`config.mk`:
```
export PLATFORM = sky130hd
export DESIGN_NAME = rf_buffer_ctl_flat
export DESIGN_NICKNAME = d
export VERILOG_FILES = /design/src/rtl/rf_buffer_ctl_if.sv /design/src/rtl/rf_buffer_ctl.sv /design/src/flat_wrapper.sv
export SDC_FILE = /design/constraint.sdc
export NUM_CORES = 1
export LEC_CHECK = 0
export CAP_MARGIN = 15
export CORE_ASPECT_RATIO = 0.75
export CORE_UTILIZATION = 44
export CTS_CLUSTER_DIAMETER = 40
export DETAILED_ROUTE_END_ITERATION = 8
export PLACE_DENSITY = 0.77
export SETUP_SLACK_MARGIN = 0.1
export SYNTH_ARGS = -nofsm -noshare
export SYNTH_HDL_FRONTEND = slang
export SYNTH_SLANG_ARGS = --single-unit
export TNS_END_PERCENT = 5
```
`constraint.sdc`:
```
create_clock -name clk -period 2.7 [get_ports clk]
set_input_delay 0.675 -clock clk [delete_from_list [all_inputs] [get_ports clk]]
set_output_delay 0.675 -clock clk [all_outputs]
set_load 0.03 [all_outputs]
```
`src/rtl/rf_buffer_ctl_if.sv`:
```
// Handshake and buffer-RAM bus between the buffer controller and its partners.
// Latency: none, this file only carries wires.
// Backpressure: valid/ready toward the disk side, req/grant toward the memory side.
interface rf_buffer_ctl_if #(parameter int AW = 8);
  logic          start;
  logic          dir;
  logic [AW-1:0] count;

  logic [11:0]   disk_in_data;
  logic          disk_in_valid;
  logic          disk_in_ready;

  logic [11:0]   disk_out_data;
  logic          disk_out_valid;
  logic          disk_out_ready;

  logic          dma_req;
  logic          dma_grant;
  logic [11:0]   dma_in_data;
  logic [11:0]   dma_out_data;

  logic [AW-1:0] ram_a;
  logic [11:0]   ram_di;
  logic [11:0]   ram_do;
  logic          ram_ce_n;
  logic          ram_we_n;

  logic          busy;
  logic          done;

  // Controller side
  modport master (
    input  start, dir, count,
    input  disk_in_data, disk_in_valid, disk_out_ready,
    input  dma_grant, dma_in_data, ram_do,
    output disk_in_ready, disk_out_data, disk_out_valid,
    output dma_req, dma_out_data,
    output ram_a, ram_di, ram_ce_n, ram_we_n,
    output busy, done
  );

  // Disk, memory and RAM side
  modport slave (
    output start, dir, count,
    output disk_in_data, disk_in_valid, disk_out_ready,
    output dma_grant, dma_in_data, ram_do,
    input  disk_in_ready, disk_out_data, disk_out_valid,
    input  dma_req, dma_out_data,
    input  ram_a, ram_di, ram_ce_n, ram_we_n,
    input  busy, done
  );
endinterface

```
`src/rtl/rf_buffer_ctl.sv`:
```
// Buffer controller: fills a 2**AW x 12 RAM from one side, then drains it to the other.
// Latency: start to done is (count+1)*2+3 cycles inclusive when partners are always ready.
// Backpressure: fill/drain pointers hold while the partner withholds valid/ready/grant.
module rf_buffer_ctl #(
  parameter int AW = 8
) (
  input  logic              clk,
  input  logic              reset,
  rf_buffer_ctl_if.master   bus
);

  typedef enum logic [2:0] {
    S_IDLE   = 3'd0,
    S_FILL   = 3'd1,
    S_WFLUSH = 3'd2,
    S_DRAIN  = 3'd3,
    S_DONE   = 3'd4
  } state_t;

  state_t        r_state;
  logic          r_dir;
  logic [AW-1:0] r_count;
  logic [AW-1:0] r_wptr;
  logic [AW-1:0] r_rptr;
  logic [AW-1:0] r_ram_a;
  logic [11:0]   r_ram_di;
  logic          r_ram_we_n;
  logic          r_ram_ce_n;

  logic          w_fill;
  logic          w_drain;
  logic          w_fill_acc;
  logic          w_drain_acc;
  logic [11:0]   w_fill_dat;

  assign w_fill  = (r_state == S_FILL);
  assign w_drain = (r_state == S_DRAIN);

  // Handshake outputs are pure decodes of registered state and the latched
  // direction, so anything not owned by the current state/dir stays 0.
  assign bus.disk_in_ready  = w_fill & ~r_dir;
  assign bus.dma_req        = (w_fill & r_dir) | (w_drain & ~r_dir);
  assign bus.disk_out_valid = w_drain & r_dir;
  assign bus.dma_out_data   = (w_drain & ~r_dir) ? bus.ram_do : 12'd0;
  assign bus.disk_out_data  = (w_drain &  r_dir) ? bus.ram_do : 12'd0;
  assign bus.busy           = (r_state != S_IDLE);
  assign bus.done           = (r_state == S_DONE);

  assign bus.ram_a    = r_ram_a;
  assign bus.ram_di   = r_ram_di;
  assign bus.ram_we_n = r_ram_we_n;
  assign bus.ram_ce_n = r_ram_ce_n;

  // A grant or valid only counts when the matching request/ready is up.
  assign w_fill_acc  = w_fill  & (r_dir ? bus.dma_grant      : bus.disk_in_valid);
  assign w_drain_acc = w_drain & (r_dir ? bus.disk_out_ready : bus.dma_grant);
  assign w_fill_dat  = r_dir ? bus.dma_in_data : bus.disk_in_data;

  // Transfer sequencer; RAM strobes are registered so a write occupies the
  // whole cycle after acceptance with address and data held steady.
  always_ff @(posedge clk or posedge reset) begin
    if (reset) begin
      r_state    <= S_IDLE;
      r_dir      <= 1'b0;
      r_count    <= '0;
      r_wptr     <= '0;
      r_rptr     <= '0;
      r_ram_a    <= '0;
      r_ram_di   <= 12'd0;
      r_ram_we_n <= 1'b1;
      r_ram_ce_n <= 1'b1;
    end else begin
      case (r_state)
        S_IDLE: begin
          r_ram_we_n <= 1'b1;
          r_ram_ce_n <= 1'b1;
          if (bus.start) begin
            r_dir   <= bus.dir;
            r_count <= bus.count;
            r_wptr  <= '0;
            r_rptr  <= '0;
            r_state <= S_FILL;
          end
        end

        S_FILL: begin
          if (w_fill_acc) begin
            r_ram_a    <= r_wptr;
            r_ram_di   <= w_fill_dat;
            r_ram_we_n <= 1'b0;
            r_ram_ce_n <= 1'b0;
            // Stop on the last word instead of incrementing, so the pointer never wraps.
            if (r_wptr == r_count) begin
              r_state <= S_WFLUSH;
            end else begin
              r_wptr <= r_wptr + 1'b1;
            end
          end else begin
            r_ram_we_n <= 1'b1;
            r_ram_ce_n <= 1'b1;
          end
        end

        S_WFLUSH: begin
          // Final write completes this cycle; line up the first read.
          r_ram_we_n <= 1'b1;
          r_ram_ce_n <= 1'b0;
          r_ram_a    <= '0;
          r_rptr     <= '0;
          r_state    <= S_DRAIN;
        end

        S_DRAIN: begin
          if (w_drain_acc) begin
            if (r_rptr == r_count) begin
              r_ram_ce_n <= 1'b1;
              r_state    <= S_DONE;
            end else begin
              r_rptr  <= r_rptr + 1'b1;
              r_ram_a <= r_rptr + 1'b1;
            end
          end
        end

        S_DONE: begin
          r_state <= S_IDLE;
        end

        default: begin
          r_state <= S_IDLE;
        end
      endcase
    end
  end

endmodule

```
`src/flat_wrapper.sv`:
```
// flat-port wrapper written by rule: the top's interface ports become plain ports
module rf_buffer_ctl_flat 
#(
  parameter int AW = 8
)
  (clk, reset, bus_start, bus_dir, bus_count, bus_disk_in_data, bus_disk_in_valid, bus_disk_out_ready, bus_dma_grant, bus_dma_in_data, bus_ram_do, bus_disk_in_ready, bus_disk_out_data, bus_disk_out_valid, bus_dma_req, bus_dma_out_data, bus_ram_a, bus_ram_di, bus_ram_ce_n, bus_ram_we_n, bus_busy, bus_done);
  rf_buffer_ctl_if #(.AW(AW)) bus_i ();
  input  logic clk;
  input  logic reset;
  input wire logic [$bits(bus_i.start)-1:0] bus_start;
  input wire logic [$bits(bus_i.dir)-1:0] bus_dir;
  input wire logic [$bits(bus_i.count)-1:0] bus_count;
  input wire logic [$bits(bus_i.disk_in_data)-1:0] bus_disk_in_data;
  input wire logic [$bits(bus_i.disk_in_valid)-1:0] bus_disk_in_valid;
  input wire logic [$bits(bus_i.disk_out_ready)-1:0] bus_disk_out_ready;
  input wire logic [$bits(bus_i.dma_grant)-1:0] bus_dma_grant;
  input wire logic [$bits(bus_i.dma_in_data)-1:0] bus_dma_in_data;
  input wire logic [$bits(bus_i.ram_do)-1:0] bus_ram_do;
  output wire logic [$bits(bus_i.disk_in_ready)-1:0] bus_disk_in_ready;
  output wire logic [$bits(bus_i.disk_out_data)-1:0] bus_disk_out_data;
  output wire logic [$bits(bus_i.disk_out_valid)-1:0] bus_disk_out_valid;
  output wire logic [$bits(bus_i.dma_req)-1:0] bus_dma_req;
  output wire logic [$bits(bus_i.dma_out_data)-1:0] bus_dma_out_data;
  output wire logic [$bits(bus_i.ram_a)-1:0] bus_ram_a;
  output wire logic [$bits(bus_i.ram_di)-1:0] bus_ram_di;
  output wire logic [$bits(bus_i.ram_ce_n)-1:0] bus_ram_ce_n;
  output wire logic [$bits(bus_i.ram_we_n)-1:0] bus_ram_we_n;
  output wire logic [$bits(bus_i.busy)-1:0] bus_busy;
  output wire logic [$bits(bus_i.done)-1:0] bus_done;
  assign bus_i.start = bus_start;
  assign bus_i.dir = bus_dir;
  assign bus_i.count = bus_count;
  assign bus_i.disk_in_data = bus_disk_in_data;
  assign bus_i.disk_in_valid = bus_disk_in_valid;
  assign bus_i.disk_out_ready = bus_disk_out_ready;
  assign bus_i.dma_grant = bus_dma_grant;
  assign bus_i.dma_in_data = bus_dma_in_data;
  assign bus_i.ram_do = bus_ram_do;
  assign bus_disk_in_ready = bus_i.disk_in_ready;
  assign bus_disk_out_data = bus_i.disk_out_data;
  assign bus_disk_out_valid = bus_i.disk_out_valid;
  assign bus_dma_req = bus_i.dma_req;
  assign bus_dma_out_data = bus_i.dma_out_data;
  assign bus_ram_a = bus_i.ram_a;
  assign bus_ram_di = bus_i.ram_di;
  assign bus_ram_ce_n = bus_i.ram_ce_n;
  assign bus_ram_we_n = bus_i.ram_we_n;
  assign bus_busy = bus_i.busy;
  assign bus_done = bus_i.done;
  rf_buffer_ctl #(.AW(AW)) u_core (.clk(clk), .reset(reset), .bus(bus_i));
endmodule
```
# After elaboration in Yosys (flattened, before gate mapping)

Cells that the tools add are included.
Widths: inputs -> output; s select.

Flip-flop bits (word level): 50
Bits of input ports: 51
Output and inout bits: 51
Logic and storage cells: 72

Add/subtract/negate cells: 2
Equal/unequal tests: 13
Mux-type cells: 25
Bitwise gates (word level): 8
Reduce and logical (&&, ||, !) cells: 15

Operators by type and width:

| operator            | number |
|---|---|
| $mux 8              | 6 |
| $pmux 8 s3          | 2 |
| $mux 12             | 3 |
| $add 8x1->8 const B | 2 |
| $eq 8x8->1          | 2 |
| $pmux 8 s2          | 1 |
| $mux 3              | 5 |
| $ne 2x2->1 const B  | 7 |
| $pmux 3 s4          | 1 |
| $reduce_and 4->1    | 3 |
| $reduce_bool 3->1   | 3 |
| $and 1x1->1         | 6 |
| $eq 3x2->1 const B  | 2 |
| $mux 1              | 5 |
| $reduce_and 5->1    | 1 |
| $pmux 1 s4          | 1 |
| $reduce_and 2->1    | 2 |
| $reduce_bool 2->1   | 2 |
| $reduce_bool 4->1   | 1 |
| $eq 3x1->1 const B  | 1 |
| $eq 3x3->1 const B  | 1 |
| $logic_not 3->1     | 1 |
| $reduce_and 3->1    | 1 |
| $pmux 1 s2          | 1 |
| 3 further kinds     | 3 |

# Depth between registers and ports, before layout

Gate-level depths: netlist of run 1.

Depth in word-level cells: 4
Gate-level depth with buffers: 7
Mapped depth without buffers: 6

# Worst setup path before layout of run 1

OpenSTA, ideal clock, no wires.

Path kind: register to output
From: register u_core.r_state[2]
To: output port bus_dma_out_data[10]
Arrival time: 1583 ps
Required time: 2025 ps
Slack: 442 ps
Stages on the path, launching flop included: 7
Buffers on the path: 2
Cell sequence: dfrtp_1 clkbuf_1 inv_1 nand3_1 nor2_1 clkbuf_1 and2_1

Word-level cells in the longest chain between the ends: 3

Ends and longest elaborated chain:

| item                   | RTL line            | text |
|---|---|---|
| from (decl)            | rf_buffer_ctl.sv:20 | `state_t r_state;` |
| from (signal assigned) | rf_buffer_ctl.sv:63 | `r_state <= S_IDLE;` |
| from (signal assigned) | rf_buffer_ctl.sv:82 | `r_state <= S_FILL;` |
| from (signal assigned) | rf_buffer_ctl.sv:94 | `r_state <= S_WFLUSH;` |
| $eq 3x2->1             | rf_buffer_ctl.sv:37 | `assign w_drain = (r_state == S_DRAIN);` |
| $and 1x1->1            | rf_buffer_ctl.sv:44 | `assign bus.dma_out_data = (w_drain & ~r_dir) ? bus.ram_do : 12'd0;` |
| $mux 12                | rf_buffer_ctl.sv:44 |  |
| to (decl)              | flat_wrapper.sv:23  | `output wire logic [$bits(bus_i.dma_out_data)-1:0] bus_dma_out_data;` |

No other way between the ends.

# Worst setup path after layout of run 1

From: register u_core.r_state[2]
To: output port bus_done

Word-level cells in the longest chain between the ends: 1

Ends and longest elaborated chain:

| item       | RTL line            | text |
|---|---|---|
| $eq 3x3->1 | rf_buffer_ctl.sv:47 | `assign bus.done = (r_state == S_DONE);` |
| to (decl)  | flat_wrapper.sv:29  | `output wire logic [$bits(bus_i.done)-1:0] bus_done;` |

No other way between the ends.

==> results of run 1 <==
-- final cells by class --
cell class / instances / share of cell area, %
clock inverters: 3 / 1.068
well taps: 81 / 2.404
multi-input cells: 234 / 38.07
repair buffers: 121 / 26.32
inverters: 8 / 0.7122
clock buffers: 5 / 1.632
flip-flops and latches: 50 / 29.79
-- worst paths after layout --
| path | start | end | slack, ns | cells past startpoint |
|---|---|---|---|---|
| min in group asynchronous | reset | u_core.r_state[1] | 0.74 | 3 |
| worst max register to register | u_core.r_dir | u_core.bus.ram_a[7] | 0.51 | 5 |
| worst min register to register | u_core.bus.ram_we_n | u_core.bus.ram_we_n | 0.49 | 2 |
| worst max-delay path | u_core.r_state[2] | bus_done | 0.15 | 3 |
| max in group asynchronous | reset | u_core.bus.ram_ce_n | 1.69 | 3 |
| worst min-delay path | u_core.bus.ram_we_n | u_core.bus.ram_we_n | 0.49 | 2 |
-- registers in the layout, summed over array words and instances, names as in the netlist --
| signal | count |
|---|---|
| u_core.bus.ram_a | 8 |
| u_core.bus.ram_ce_n | 1 |
| u_core.bus.ram_di | 12 |
| u_core.bus.ram_we_n | 1 |
| u_core.r_count | 8 |
| u_core.r_dir | 1 |
| u_core.r_rptr | 8 |
| u_core.r_state | 3 |
| u_core.r_wptr | 8 |
-- power by group through the flow --
stage	clock network, uW	logic [uW]	registers, uW
after floorplan	0	1490	1680
after global placement	0	2550	1500
after detailed placement	0	2610	1520
after CTS	550	2610	1510
after global routing	578	2800	1580
final	535	2600	1520
-- routing by layer --
layer	up-vias	part of all wire, %	GRT usage (%)
met5	-	0	0
li1	1318	-	-
met3	3	4.6	4.091
met4	0	0.43	4.478
met1	1295	48	34.48
met2	61	47	34.98
-- cells in the final DEF, fill, tap and decap left out, types with 6 or more instances in the layout --
master	Yosys	routed
clkdlybuf4s50_1	0	73
dfrtp_1	48	46
buf_4	0	45
nor2_1	27	27
nand2_1	22	22
a21oi_1	20	20
mux2_2	20	20
and3_1	20	20
and2_1	15	15
mux2i_1	13	13
xor2_1	12	12
nand3_1	12	12
xnor2_1	10	10
o21ai_0	8	8
inv_1	7	6
-- stage by stage --
stage	worst slack [ns]	power, uW
final	0.1489	4652
after floorplan	0.4420	3166
after global routing	0.09209	4950
after global placement	0.09915	4052
after detailed placement	0.02174	4131
after CTS	0.003382	4674
-- cells by family (layout without fill, tap and decap cells) --
| family | count (synthesis) | after routing | share of synthesized area, % |
|---|---|---|---|
| and+or+nand+nor | 122 | 122 | 21.44 |
| muxes | 33 | 33 | 11.89 |
| DFF | 50 | 50 | 41.96 |
| AOI/OAI and AO/OA | 55 | 55 | 13.11 |
| adders and majority gates | 2 | 2 | 0.8374 |
| buffers and inverters | 29 | 137 | 4.313 |
| xor gates and xnor gates | 22 | 22 | 6.449 |
-- tightest hold or removal path, cell delays in order (launching register included) --
cell	delay, ns
dfstp_2	0.38
inv_1	0.06
a2bb2oi_1	0.06
==> out/results.tsv, run 1 <==
metric	value	unit
Int Power	2613	uW
min-delay worst type	flop to flop	
largest net degree at the start of global routing	51	
Ant. Diodes	0	
clock network power share	11.5	%
Post-CTS Setup Bufs	0	
worst-case clock skew	0.005579	ns
max incr delay on CP	0.73	ns
Fin. Hold Viols	0	
Max stage delay cell, worst path	clkdlybuf4s50_1	
Multi-input gate area	0.001605	mm^2
Cell Area, Synth	0.002988	mm^2
distinct cell type count of the synthesized netlist	47	
Worst setup SP type	flop	
Worst Path Max Fanout	9	
most common flop cell mapped by yosys	dfrtp_1	
Initial DRC Count	112	
H-tree depth	2	
MaxCap Viol Count	0	
required time worst endpoint	2.03	ns
clock sink count	50	
Synth top area share	40.20	%
Worst-Skew Late Latency	0.31	ns
post-synthesis sequential area ratio	41.96	%
dpl cell area	0.004099	mm^2
Post-CTS Hold Fix Bufs	0	
I/O Buffers	101	
P_leak	0.001885	uW
Final #Nets	473	
CORE AREA	0.006444	mm^2
Synth Net Count	366	
CP Buf/Inv Count	2	
hold slack	0.4915	ns
fillers	535	
Reg power frac	32.6	%
crit path DAT	1.88	ns
first-pass GRT wire length	13.05	mm
fmax	392.0	MHz
Synth Warn #	0	
#FFs+latches synth	50	
critical path type	flop to output port	
Ports	102	
ANT nets after route	0	
chip height	73.37	um
Remaining Overflow, GRT	0	
fin util	65.44	%
Syn Inst Count	313	
Routed wire per std cell	16.30	um
status	complete, no violations	
critical-path cell list	inv_1 -> nor3_1 -> clkdlybuf4s50_1	
Syn-to-layout area delta	41.12	%
area leader, netlist	dfrtp_1	
Root Buffer	clkbuf_8	
count leader, synth	dfrtp_1	
CP endpoint kind	output port	
DRC viols	0	
unrepaired setup endpoints after global routing	false	
via count	2677	
routed wire length	8.181	mm
initial antenna violation count	0	
Post-Syn Area per Cell	9.546	um^2
PD cells	1103	mW/mm^2
CTS Buffer Depth	2	
share of cells above drive strength 1	20.67	%
maximum vdd ir drop	0.6555	mV
vias in the first global route	2550	
Post-synth ARST share	100.0	%
Initial Util	46.37	%
switching share of power	43.82	%
fin crit period	2.551	ns
Post-CTS Resized	1	
Tightest Pin Transition	0.5008	ns
Die Wd	97.16	um
non-filler cells, final	502	
gr usage total	23.00	%
vias per cell	5.333	
first-pass detailed-route iteration total	4	
top cells by area, synth	dfrtp_1, mux2_2, mux2i_1	
Reg clk slew, reported paths	0.09	ns
TritonCTS clock tree	done	
Max Slew Vio Count	0	
placed cell count	494	
net switching power	2038	uW
Synth top cells by count	dfrtp_1, nor2_1, nand2_1	
Final setup violation count	0	
total negative slack	0	ns
CTS Buf Count	5	
Logic pwr share	55.9	%
DP HPWL	6.339	mm
die area	0.007128	mm^2
crit-path leading delay family	buffers and inverters	
final RePlAce weighted congestion	0.8901	
Register Area	0.001256	mm^2
Design Area, Final	0.004217	mm^2
FP Rows	25	
Final Cycle Share	94.49	%
Max-slew headroom	66.34	%
Post-synth EDFFs	0	
Power figures use the tool's default switching activity.
==> run 2, diff against run 1 <==
==> constraint.sdc (replaced) <==
create_clock -name clk -period 3.24 [get_ports clk]
set_input_delay 0.81 -clock clk [delete_from_list [all_inputs] [get_ports clk]]
set_output_delay 0.81 -clock clk [all_outputs]
set_load 0.03 [all_outputs]
==> run 2 against run 1 <==
Wire length increased by 0.11%. Via count increased by 1.5%. First-iteration DRC count increased by 8.9%. Highest routed layer unchanged. Critical path type unchanged. Utilization decreased by 0.76 points. Global-route usage decreased by 0.20 points. Die area unchanged. Flip-flop and latch count unchanged. Count of clock-buffer cells in the layout increased by 3.
==> out/results.tsv, run 2 (synthesis gave the netlist of run 1 again) <==
metric	value	unit	change
Reg clk slew, reported paths	0.09	ns	about the same
Worst-Skew Late Latency	0.31	ns	about the same
Tightest Pin Transition	0.7508	ns	+0.2501 ns
die area	0.007128	mm^2	unchanged
total negative slack	0	ns	unchanged
non-filler cells, final	493		-1.8%
Fin. Hold Viols	0		unchanged
P_leak	0.001820	uW	-3.4%
FP Rows	25		unchanged
Die Wd	97.16	um	unchanged
Max Slew Vio Count	0		unchanged
Routed wire per std cell	16.61	um	+1.9%
placed cell count	485		-1.8%
DRC viols	0		unchanged
clock sink count	50		unchanged
maximum vdd ir drop	0.5175	mV	-21%
overall power	3794	uW	-18%
min-delay worst type	flop to flop		
CP Buf/Inv Count	2		unchanged
critical path type	flop to output port		
CTS Buffer Depth	2		unchanged
Ant. Diodes	0		unchanged
Placement Setup Slack	0.3531	ns	+0.3314 ns
Max-slew headroom	49.95	%	-16 points
PD cells	910.3	mW/mm^2	-17%
unrepaired setup endpoints after global routing	false		
first-pass detailed-route iteration total	4		unchanged
H-tree depth	2		unchanged
fmax	329.0	MHz	
Reg power frac	32.8	%	+0.2 points
Ports	102		unchanged
Max stage delay cell, worst path	clkdlybuf4s50_1		
status	complete, no violations		
Final setup violation count	0		unchanged
Syn-to-layout area delta	39.49	%	
Post-CTS Setup Bufs	0		unchanged
ANT nets after route	0		unchanged
final RePlAce weighted congestion	0.8656		-2.8%
Design Area, Final	0.004168	mm^2	-1.2%
Final #Nets	464		-1.9%
chip height	73.37	um	unchanged
first-pass GRT wire length	12.80	mm	-1.9%
most frequent cells in the layout	clkdlybuf4s50_1, dfrtp_1, nor2_1		
fillers	540		+0.93%
max FFs per register	12		unchanged
MaxCap Viol Count	0		unchanged
CP endpoint kind	output port		
CTS Buf Count	5		unchanged
I/O Buffers	101		unchanged
Initial Util	46.37	%	unchanged
gr usage total	22.80	%	-0.20 points
hold_sp	u_core.bus.ram_we_n		
Worst Path Max Fanout	13		+4
net switching power	1666	uW	-18%
vias in the first global route	2572		+0.86%
switching share of power	43.92	%	+0.099 points
RR Startpoint	u_core.r_dir		
dpl cell area	0.004051	mm^2	-1.2%
share of cells above drive strength 1	15.78	%	-4.9 points
Worst setup SP type	flop		
via count	2718		+1.5%
required time worst endpoint	2.43	ns	+0.40 ns
Remaining Overflow, GRT	0		unchanged
Logic pwr share	55.9	%	about the same
clock network power share	11.3	%	-0.2 points
crit-path leading delay family	buffers and inverters		
routed wire length	8.190	mm	+0.11%
TritonCTS clock tree	done		
vias per cell	5.513		+3.4%
largest net degree at the start of global routing	31		-39%
fin worst setup slack	0.2009	ns	+0.05201 ns
crit path DAT	2.23	ns	+0.35 ns
worst-case clock skew	0.008690	ns	+0.003111 ns
max incr delay on CP	0.67	ns	-0.06 ns
Critical Path Start	u_core.r_state[1]		
fin crit period	3.039	ns	
Initial DRC Count	122		+8.9%
Root Buffer	clkbuf_8		
most common cell after layout, fill and taps aside	clkdlybuf4s50_1		
critical-path cell list	nand3_2 -> nor2_1 -> buf_4 -> and2_1 -> clkdlybuf4s50_1		
Int Power	2127	uW	-19%
DP HPWL	6.275	mm	-1.0%
initial antenna violation count	0		unchanged
CORE AREA	0.006444	mm^2	unchanged
Final Cycle Share	93.80	%	
run 2: area by class of cell:
cell class | count | area [um^2] | share of cell area, %
Tap cell | 81 | 101.3 | 2.432
Timing Repair Buffer | 112 | 1061 | 25.46
Inverter | 8 | 30.03 | 0.7205
Multi-Input combinational cell | 234 | 1610 | 38.64
Sequential cell | 50 | 1255 | 30.11
Clock buffer | 8 | 110.1 | 2.642
run 2: layer usage:
metal | track usage, % | vias to the layer above | wire length (um)
met5 | 0 | - | 0
met4 | 6.799 | 0 | 138
met3 | 4.472 | 16 | 510
met2 | 35.99 | 90 | 3850
met1 | 32.06 | 1308 | 3691
li1 | - | 1304 | -
run 2: power groups by stage:
stage	Clock [uW]	Sequential, uW	Combinational [uW]
2_1_floorplan	0	1400	1240
3_3_place_gp	0	1240	2080
3_5_place_dp	0	1250	2120
4_1_cts	432	1250	2130
5_1_grt	456	1290	2280
6_report	428	1250	2120
run 2: worst paths after layout:
| kind | endpoint | slack (ns) | cells past startpoint |
|---|---|---|---|
| min reg2reg | u_core.bus.ram_we_n | 0.49 | 2 |
| max | bus_dma_out_data[8] | 0.20 | 5 |
| min | u_core.bus.ram_we_n | 0.49 | 2 |
| max reg2reg | u_core.bus.ram_a[3] | 0.91 | 6 |
| min in group asynchronous | u_core.bus.ram_di[2] | 0.76 | 2 |
| max in group asynchronous | u_core.r_state[0] | 1.87 | 3 |
run 2: what timing repair did:
item | CTS | global route
endpoints found under the setup margin | 12 | 13
gates resized for setup | 1 | 1
hold endpoints to repair | 0 | 0
hold buffers | 0 | 0
run 2: per-stage QoR:
step | hold WS, ns | utilization (%)
after global routing | 0.5359 | 64.68
after floorplan | 0.5405 | -
after detailed placement | 0.4839 | 62.87
after global placement | 0.4785 | 62.87
after CTS | 0.4975 | 64.60
final | 0.4948 | 64.68
run 2: worst reg2reg max path, cell delays in order, from the launching register on:
cell and delay (ns):
dfrtp_1 0.35, buf_4 0.35, mux2i_1 0.23, nor2_1 0.23, nand2_1 0.13, a221oi_4 0.53, mux2_2 0.40
